[src/rtl/booth_pkg.sv]
// booth_pkg: shared state, mode and partial-product select types; BOOTH_RADIX4_EN selects radix-4 recoding
package booth_pkg;
  typedef enum logic [1:0] {IDLE, CALC, DONE} state_t;
  localparam logic [1:0] MODE_UNS = 2'd0;
  localparam logic [1:0] MODE_BB  = 2'd1;
  localparam logic [1:0] MODE_AA  = 2'd2;
  localparam logic [1:0] MODE_AB  = 2'd3;
`ifdef BOOTH_RADIX4_EN
  typedef enum logic [2:0] {PP_ZERO, PP_POS, PP_NEG, PP_POS2, PP_NEG2} pp_sel_t;
  localparam int SHIFT = 2;
`else
  typedef enum logic [1:0] {PP_ZERO, PP_POS, PP_NEG} pp_sel_t;
  localparam int SHIFT = 1;
`endif
endpackage

[src/rtl/booth_recode.sv]
// booth_recode: maps the multiplier bit group {q[SHIFT-1:0], q_prev} to a partial-product select (BOOTH_RADIX4_EN adds +-2M)
module booth_recode
  import booth_pkg::*;
(
  input  logic [SHIFT:0] grp,
  output pp_sel_t        sel
);
`ifdef BOOTH_RADIX4_EN
  always_comb
    sel = (grp == 3'b000 || grp == 3'b111) ? PP_ZERO :
          (grp == 3'b011) ? PP_POS2 :
          (grp == 3'b100) ? PP_NEG2 :
          grp[2] ? PP_NEG : PP_POS;
`else
  always_comb
    sel = (grp[1] == grp[0]) ? PP_ZERO : grp[1] ? PP_NEG : PP_POS;
`endif
endmodule

[src/rtl/booth_mpy_seq.sv]
// booth_mpy_seq: sequential Booth multiplier, one recode/add/shift step per cycle; BOOTH_RADIX4_EN halves the step count
module booth_mpy_seq
  import booth_pkg::*;
#(
  parameter int WIDTH = 32
) (
  input  logic               CLK,
  input  logic               reset,
  input  logic               start,
  input  logic [1:0]         mode,
  input  logic [WIDTH-1:0]   in_a,
  input  logic [WIDTH-1:0]   in_b,
  output logic               busy,
  output logic [2*WIDTH-1:0] out,
  output logic               out_valid
);
  localparam int E    = WIDTH + 2;
  localparam int AW   = E + 2;
  localparam int ITER = E / SHIFT;
  localparam int CW   = $clog2(ITER + 1);
  state_t               state, state_n;
  logic [CW-1:0]        cnt;
  logic signed [AW-1:0] acc, mx, pp, sum;
  logic [E-1:0]         m, q;
  logic                 qm, sgn;
  logic [AW+E:0]        nxt;
  logic [WIDTH-1:0]     mc_src, mp_src;
  pp_sel_t              sel;
  booth_recode u_recode (
    .grp({q[SHIFT-1:0], qm}),
    .sel(sel)
  );
  always_comb begin
    sgn    = mode != MODE_UNS;
    mc_src = (mode == MODE_BB) ? in_b : in_a;
    mp_src = (mode == MODE_AA) ? in_a : in_b;
    mx     = {{2{m[E-1]}}, m};
    pp     = (sel == PP_POS) ? mx : (sel == PP_NEG) ? -mx :
`ifdef BOOTH_RADIX4_EN
             (sel == PP_POS2) ? (mx <<< 1) : (sel == PP_NEG2) ? -(mx <<< 1) :
`endif
             '0;
    sum    = acc + pp;
    // whole {acc, q, q_prev} shifts arithmetically so the product keeps its sign
    nxt    = $signed({sum, q, qm}) >>> SHIFT;
  end
  always_comb begin
    state_n   = state;
    state_n   = (state == IDLE) ? (start ? CALC : IDLE) :
                (state == CALC) ? ((cnt == CW'(1)) ? DONE : CALC) : IDLE;
    busy      = state != IDLE;
    out_valid = state == DONE;
  end
  always_ff @(posedge CLK or posedge reset)
    if (reset) state <= IDLE;
    else state <= state_n;
  always_ff @(posedge CLK or posedge reset)
    if (reset) begin
      cnt <= '0;
      acc <= '0;
      m   <= '0;
      q   <= '0;
      qm  <= 1'b0;
      out <= '0;
    end else if (state == IDLE && start) begin
      cnt <= CW'(ITER);
      acc <= '0;
      m   <= {{2{sgn & mc_src[WIDTH-1]}}, mc_src};
      q   <= {{2{sgn & mp_src[WIDTH-1]}}, mp_src};
      qm  <= 1'b0;
    end else if (state == CALC) begin
      cnt <= cnt - 1'b1;
      acc <= nxt[AW+E:E+1];
      q   <= nxt[E:1];
      qm  <= nxt[0];
      if (cnt == CW'(1)) out <= nxt[2*WIDTH:1];
    end
endmodule

[config.mk]
export PLATFORM = sky130hd
export DESIGN_NAME = booth_mpy_seq
export DESIGN_NICKNAME = d
export VERILOG_FILES = /design/src/rtl/booth_pkg.sv /design/src/rtl/booth_recode.sv /design/src/rtl/booth_mpy_seq.sv
export SDC_FILE = /design/constraint.sdc
export NUM_CORES = 1
export LEC_CHECK = 0
export CORE_UTILIZATION = 45
export DETAILED_ROUTE_END_ITERATION = 8
export HOLD_SLACK_MARGIN = 0.1
export MAX_ROUTING_LAYER = met4
export PLACE_DENSITY = 0.76
export RECOVER_POWER = 50
export SYNTH_ARGS = -nofsm -noshare
export SYNTH_HDL_FRONTEND = slang
export SYNTH_SLANG_ARGS = --single-unit
[constraint.sdc]
create_clock -name CLK -period 8.25 [get_ports CLK]
set_clock_uncertainty 0.05 [all_clocks]
set_input_delay 0.825 -clock CLK [delete_from_list [all_inputs] [get_ports CLK]]
set_output_delay 0.825 -clock CLK [all_outputs]
set_load 0.05 [all_outputs]
==> key figures, run 1 <==
CTS
  – Clock slew at the register clock pins of the worst setup and hold paths: 0.08 ns
  – Post-CTS Setup Inserts: 0
  – CTS Sinks: 175
  – Clk_lat worst skew: 0.44 ns
  – CTS Root Cell: clkbuf_16
  – Clk buf depth: 2
  – CTS resizes: 0
  – H-Tree Depth: 4
  – CTS tree: done
  – Total CTS buffers: 17
  – Cts hold-fix bufs: 0

Detailed routing
  – Initial DRC Count: 618
  – DRT Wirelength: 26500 µm
  – DRT antenna net count: 0
  – Drt first pass iters: 5
  – Via/cell ratio: 5.73
  – DRC viols: 0
  – Avg WL per Cell: 16.5 µm
  – Via count: 9197

Synthesis
  – Post-synth EDFFs: 0
  – Syn_nets: 1335
  – Synth cell types: 63
  – Largest area contributor in the netlist: dfrtp_1
  – Synthesized area: 10300 µm²
  – Sequential share of the synthesized area: 42.6%
  – Syn Area/Cell: 8.38 µm²
  – Main synth FF type: dfrtp_1
  – Number of synthesized register bits: 175
  – Top cells by area, synth: dfrtp_1, nand2_1, o21ai_0
  – Ys Warns: 0
  – Synth top area share: 42.6%
  – Gate Count Post-Synth: 1227
  – Synth async-reset ratio: 100%

Finish
  – Area delta synth->final: 20.3%
  – Layout Utilization: 56.0%
  – # nets final: 1420
  – Storage element area: 4380 µm²
  – Most common cell after layout, fill and taps aside: nand2_1
  – Ratio of cells with drive above 1 in the final layout: 4.45%
  – Fillers: 1983
  – Commonest cells after routing, fill and taps aside: nand2_1, dfrtp_1, o21ai_0
  – # diodes: 0
  – Area taken by multi-input logic gates: 5540 µm²

Worst setup path
  – CP required: 8.52 ns
  – Critical Path Sink Type: register
  – Startpoint types: register
  – Worst-path fanout max: 95
  – Worst Path Arrival: 5.75 ns
  – Setup CP Type: reg -> reg

Placement
  – Placer Congestion: 0.936
  – Worst slack at placement: 3.29 ns
  – Dpl hpwl: 18600 µm
  – Port bufs: 134

Die
  – Die Span Y: 153 µm
  – DIE AREA: 23500 µm²
  – Ports: 135
  – Core Footprint: 22100 µm²
  – Initial core utilization: 46.5%
  – Row Count: 54
  – Die W: 153 µm

Global routing
  – Vias in the first global route: 8914
  – Total gr overflow: 0
  – Initial antenna violation count: 0
  – Global-route wire length before repair: 43900 µm
  – Total GRT Usage: 23.9%
  – Largest net degree at the start of global routing: 110

Run status
  – Violated checks: max-capacitance violations, max-slew violations
  – Run status: complete, but fails checks

STA
  – Hold WS: 0.420 ns
  – RSZ-0062 raised after global routing: no
  – Slew @ Worst Pin: 4.81 ns
  – Part of the cycle the worst path needs: 66.5%
  – Max Clk Rate: 182 MHz
  – Min cycle time layout: 5.48 ns
  – Final Max Slew Viols: 390
  – Final Hold Viols: 0
  – Setup ws final: 2.77 ns
  – Setup TNS: 0 ns
  – Final setup viols: 0
  – Relative slew slack: -223%

Min path
  – Worst hold path class: reg -> reg

Power
  – Pwr per Cell Area: 142 nW/µm²
  – Worst VDD drop: 0.000133 V
  – Leak pwr: 5.96 nW
  – Total power draw: 1.76 mW

Job
  – Maximum Capacitance Violations: 5
## final cells by class
type / count / share of cell area, %
clock inverters: 14 / 1.38
clock buffers: 18 / 3.47
multi-input cells: 952 / 44.8
flip-flops and latches: 175 / 35.4
inverters: 21 / 0.648
well taps: 280 / 2.83
repair buffers: 145 / 11.4
## logic make-up after synthesis
family | Yosys count | synth area share [%]
fa+ha+maj | 39 | 4.82
mux | 34 | 3.31
flops | 175 | 42.6
simple gates | 500 | 22.3
xor+xnor | 41 | 3.49
compound gates | 338 | 19.8
buf+inv | 100 | 3.68
## state kept, by name (all words and copies together) (netlist names)
name and count:
acc 35, cnt 6, m 33, out 64
q 34, qm 1, state 2
## report_power, final
| part | total (mW) | internal [mW] | switching, mW | leakage [nW] |
|---|---|---|---|---|
| Sequential | 0.857 | 0.857 | 0 | 2.33 |
| Clock | 0.813 | 0.409 | 0.404 | 0.290 |
| Combinational | 0.0875 | 0.0429 | 0.0445 | 3.34 |
| Total | 1.76 | 1.31 | 0.448 | 5.96 |
## through the flow
stage,cells,area (µm²)
5_1_grt,1605,12400
3_3_place_gp,1573,11800
3_5_place_dp,1573,11800
6_report,1605,12400
2_1_floorplan,1227,10300
4_1_cts,1605,12400
## cell usage after synthesis (all sizes together) (2+ instances only)
cell	number
mux2i	34
a22o	2
nand4	8
nand2	270
a211o	3
or3	6
nor2	67
or2b	2
nand3	40
buf	10
o311ai	2
inv	20
a21o	13
a211oi	38
o21ai	124
or2	5
o211ai	4
o211a	4
a31oi	40
o21bai	7
ha	38
a32o	2
a221o	2
a221oi	3
nor3	24
clkbuf	69
or4	2
and2	5
nor4	6
o31ai	11
dfrtp	175
a21oi	72
xnor2	25
o21a	2
nand2b	8
a21boi	3
and3	9
xor2	16
nor2b	41
## per-layer routing
layer  global-route usage [%]  vias to the layer above  wire length [µm]
met2                     39.0                      272             12900
met4                     8.51                        0               660
met1                     30.1                     4408             11900
met3                     3.52                       48              1050
li1                         -                     4469                 -
met5                        -                        -                 0
## path summary, 6_finish.rpt
path	start	end	slack, ns	depth (start not counted)
worst max register to register	state[0]	out[34]	2.77	8
worst max-delay path	state[0]	out[34]	2.77	8
max in group asynchronous	reset	acc[11]	3.50	3
min in group asynchronous	reset	out[25]	2.27	2
worst min register to register	out[27]	out[27]	0.42	2
worst min-delay path	out[27]	out[27]	0.42	2
## worst max-delay path, cell delays in order, from the launching register on
cell      delay, ns
dfrtp_1        0.42
nor2b_1        0.14
clkbuf_1       0.78
nand2_2        0.23
clkbuf_1       2.59
clkinv_1       0.43
buf_4          0.44
nand2_1        0.21
nand2_1        0.07
(Power assumes the default switching activity.)
==> run 2: changes to the inputs <==
--- a/config.mk
+++ b/config.mk
@@ -9,7 +9,7 @@
 export DETAILED_ROUTE_END_ITERATION = 8
 export HOLD_SLACK_MARGIN = 0.1
 export MAX_ROUTING_LAYER = met4
-export PLACE_DENSITY = 0.76
+export PLACE_DENSITY = 0.79
 export RECOVER_POWER = 50
 export SYNTH_ARGS = -nofsm -noshare
 export SYNTH_HDL_FRONTEND = slang
==> constraint.sdc (replaced) <==
create_clock -name CLK -period 4.6 [get_ports CLK]
set_clock_uncertainty 0.05 [all_clocks]
set_input_delay 0.46 -clock CLK [delete_from_list [all_inputs] [get_ports CLK]]
set_output_delay 0.46 -clock CLK [all_outputs]
set_load 0.05 [all_outputs]
==> run 2 against run 1 <==
  * The flow still finishes with violations (max-capacitance violations, max-slew violations)
  * Global-route usage rose by 0.43 points
  * Non-clock buffer count is 25 higher
  * Register-to-register slack worse by 2.6 ns
  * Final cell count grew 1.6%
  * Core utilization rose by 1.3 points
  * Final area increased by 2.4%
==> key figures, run 2 (synthesis results as in run 1) <==
STA
  – RSZ-0062 raised after global routing: yes
  – Final Max Slew Viols: 157 (-60%)
  – Slew @ Worst Pin: 2.13 ns (-2.69 ns)
  – Part of the cycle the worst path needs: 97.1% (+31 points)
  – Min cycle time layout: 4.46 ns (-1.02 ns)
  – Max Clk Rate: 224 MHz (+23%)
  – Setup ws final: 0.135 ns (-2.63 ns)
  – Setup TNS: 0 ns (unchanged)
  – Final setup viols: 0 (unchanged)
  – Relative slew slack: -41.9% (+180 points)
  – Final Hold Viols: 0 (unchanged)

Worst setup path
  – CP Launch Point: m[0]
  – Worst Path Arrival: 4.74 ns (-1.01 ns)
  – Most frequent CP cell: a21oi_2
  – Slowest-stage cell, CP: or4b_4
  – Reg-to-reg slack, setup: 0.14 ns (-2.63 ns)
  – CP required: 4.88 ns (-3.64 ns)
  – Crit-path leading delay family: simple AND/OR/NAND/NOR gates
  – Critical Path Sink Type: register
  – Startpoint types: register
  – Critical Path End: acc[34]
  – R2r worst-path depth: 19 (+11)
  – WP buf/inv: 2 (-2)
  – Worst-path fanout max: 3 (-97%)
  – Setup CP Type: reg -> reg
  – CP cell instances: inv_2 > ha_4 > or3b_4 > buf_6 > nor4b_4 > nand4_1 > or4b_4 > nor3_4 > nand2_2 > xnor2_2 > o21ai_1 > ha_1 > a21oi_2 > o21bai_1 > a21oi_2 > o21a_1 > nor2_1 > a221o_1 > a211o_1
  – Worst path depth: 19 (+11)
  – R2r startpoint: m[0]
  – RR Endpoint: acc[34]
  – CP peak stage delay: 0.61 ns (-1.98 ns)

Finish
  – Max reg flops: 64 (unchanged)
  – Commonest cells after routing, fill and taps aside: nand2_1, dfrtp_1, clkdlybuf4s50_1
  – Area taken by multi-input logic gates: 5640 µm² (+1.8%)
  – Final Cell Area: 12700 µm² (+2.4%)
  – Non-filler cells, final: 1630 (+1.6%)
  – # diodes: 0 (unchanged)
  – Largest regs: out: 64 flops, acc: 35 flops, q: 34 flops
  – Ratio of cells with drive above 1 in the final layout: 7.93% (+3.5 points)
  – # nets final: 1445 (+1.8%)
  – Most common cell after layout, fill and taps aside: nand2_1
  – Storage element area: 4380 µm² (unchanged)
  – Area delta synth->final: 23.1%
  – Fillers: 1997 (+0.71%)
  – Largest reg by FF count: out

Detailed routing
  – Met3 wire len: 1060 µm (+1.2%)
  – Uppermost layer routed: met4
  – Met2 WL post-DR: 13100 µm (+1.6%)
  – Avg WL per Cell: 16.7 µm (+0.96%)
  – Metal-1 WL: 12200 µm (+2.7%)
  – Via count: 9287 (+0.98%)
  – Initial DRC Count: 594 (-3.9%)
  – Drt first pass iters: 5 (unchanged)
  – Via/cell ratio: 5.70 (-0.57%)
  – DRC viols: 0 (unchanged)
  – DRT Wirelength: 27200 µm (+2.5%)
  – DRT antenna net count: 0 (unchanged)

Placement
  – Placer Congestion: 0.962 (+2.8%)
  – Placed instance area: 12000 µm² (+1.4%)
  – Port bufs: 134 (unchanged)
  – # placed instances: 1592 (+1.2%)
  – Dpl hpwl: 19200 µm (+3.3%)
  – Worst slack at placement: 0.0190 ns (-3.27 ns)

CTS
  – Clk buf depth: 2 (unchanged)
  – Clk_lat worst skew: 0.44 ns (about the same)
  – H-Tree Depth: 4 (unchanged)
  – CTS tree: done
  – Clock slew at the register clock pins of the worst setup and hold paths: 0.08 ns (about the same)
  – CTS Sinks: 175 (unchanged)
  – Total CTS buffers: 17 (unchanged)
  – Cts hold-fix bufs: 0 (unchanged)
  – CTS Root Cell: clkbuf_16

Die
  – Initial core utilization: 46.5% (unchanged)
  – DIE AREA: 23500 µm² (unchanged)
  – Ports: 135 (unchanged)
  – Core Footprint: 22100 µm² (unchanged)
  – Die Span Y: 153 µm (unchanged)
  – Die W: 153 µm (unchanged)
  – Row Count: 54 (unchanged)

Power
  – Total power draw: 3.15 mW (+79%)
  – Worst VDD drop: 0.000215 V (+62%)
  – Leak pwr: 5.94 nW (-0.23%)
  – Pwr per Cell Area: 249 nW/µm² (+75%)

Global routing
  – Vias in the first global route: 8845 (-0.77%)
  – Global-route wire length before repair: 44400 µm (+1.3%)
  – Total gr overflow: 0 (unchanged)
  – Largest net degree at the start of global routing: 95 (-14%)
  – Initial antenna violation count: 0 (unchanged)
  – Total GRT Usage: 24.3% (+0.43 points)

Min path
  – Worst hold path class: reg -> reg
  – Hold wc startpoint: out[28]

Run status
  – Run status: complete, but fails checks
  – Violated checks: max-capacitance violations, max-slew violations

Job
  – Maximum Capacitance Violations: 3 (-2)
## run 2: cell types whose count changed in the layout (fill, tap and decap cells not counted), sizes merged
cell and change:
clkdlybuf4s50 +45, dlygate4sd3 -45, buf +26, clkinv -2, inv +2, clkbuf -1
## run 2: worst reg2reg max path, delay by kind of cell (launching register included)
kind	cells	cell delay, ns
AND/OR/NAND/NOR	7	1.82
AO/OA/AOI/OAI	7	1.21
XOR/XNOR	1	0.19
flip-flops	1	0.40
adder cells (fa/ha/maj)	2	0.47
buffers and inverters	2	0.22
## run 2: per-stage QoR
| step | hold WS, ns | utilization [%] |
|---|---|---|
| floorplan | 0.406 | - |
| global placement | 0.410 | 54.1 |
| detailed placement | 0.412 | 54.1 |
| CTS | 0.432 | 56.8 |
| global route | 0.456 | 57.3 |
| finish | 0.424 | 57.3 |
## run 2: power breakdown
| part | total, mW | internal, mW | switching, mW |
|---|---|---|---|
| clock | 1.46 | 0.734 | 0.724 |
| sequential | 1.54 | 1.54 | 0 |
| combinational | 0.157 | 0.0774 | 0.0799 |
| total | 3.15 | 2.35 | 0.804 |
## run 2: timing repair
action,CTS,global route
pin swaps,0,14
setup endpoints to repair,2,17
hold endpoints to repair,0,0
setup buffers,0,6
gates resized for setup,2,23
## run 2: cell type report
cell class	count	area share (%)
multi-input cells	952	44.6
flip-flops and latches	175	34.6
repair buffers	170	12.7
clock buffers	18	3.39
well taps	280	2.77
clock inverters	14	1.32
inverters	21	0.633
## run 2: per-layer routing
metal	up-vias	global-route usage, %
li1	4516	-
met2	269	39.0
met3	58	3.63
met4	0	9.62
met1	4444	30.9
met5	-	-
## run 2: worst min-delay path by stage
stage | to | cells past startpoint
floorplan | acc[33] | 2
global placement | out[34] | 2
detailed placement | out[9] | 2
CTS | out[9] | 2
global route | out[23] | 2
finish | out[28] | 2
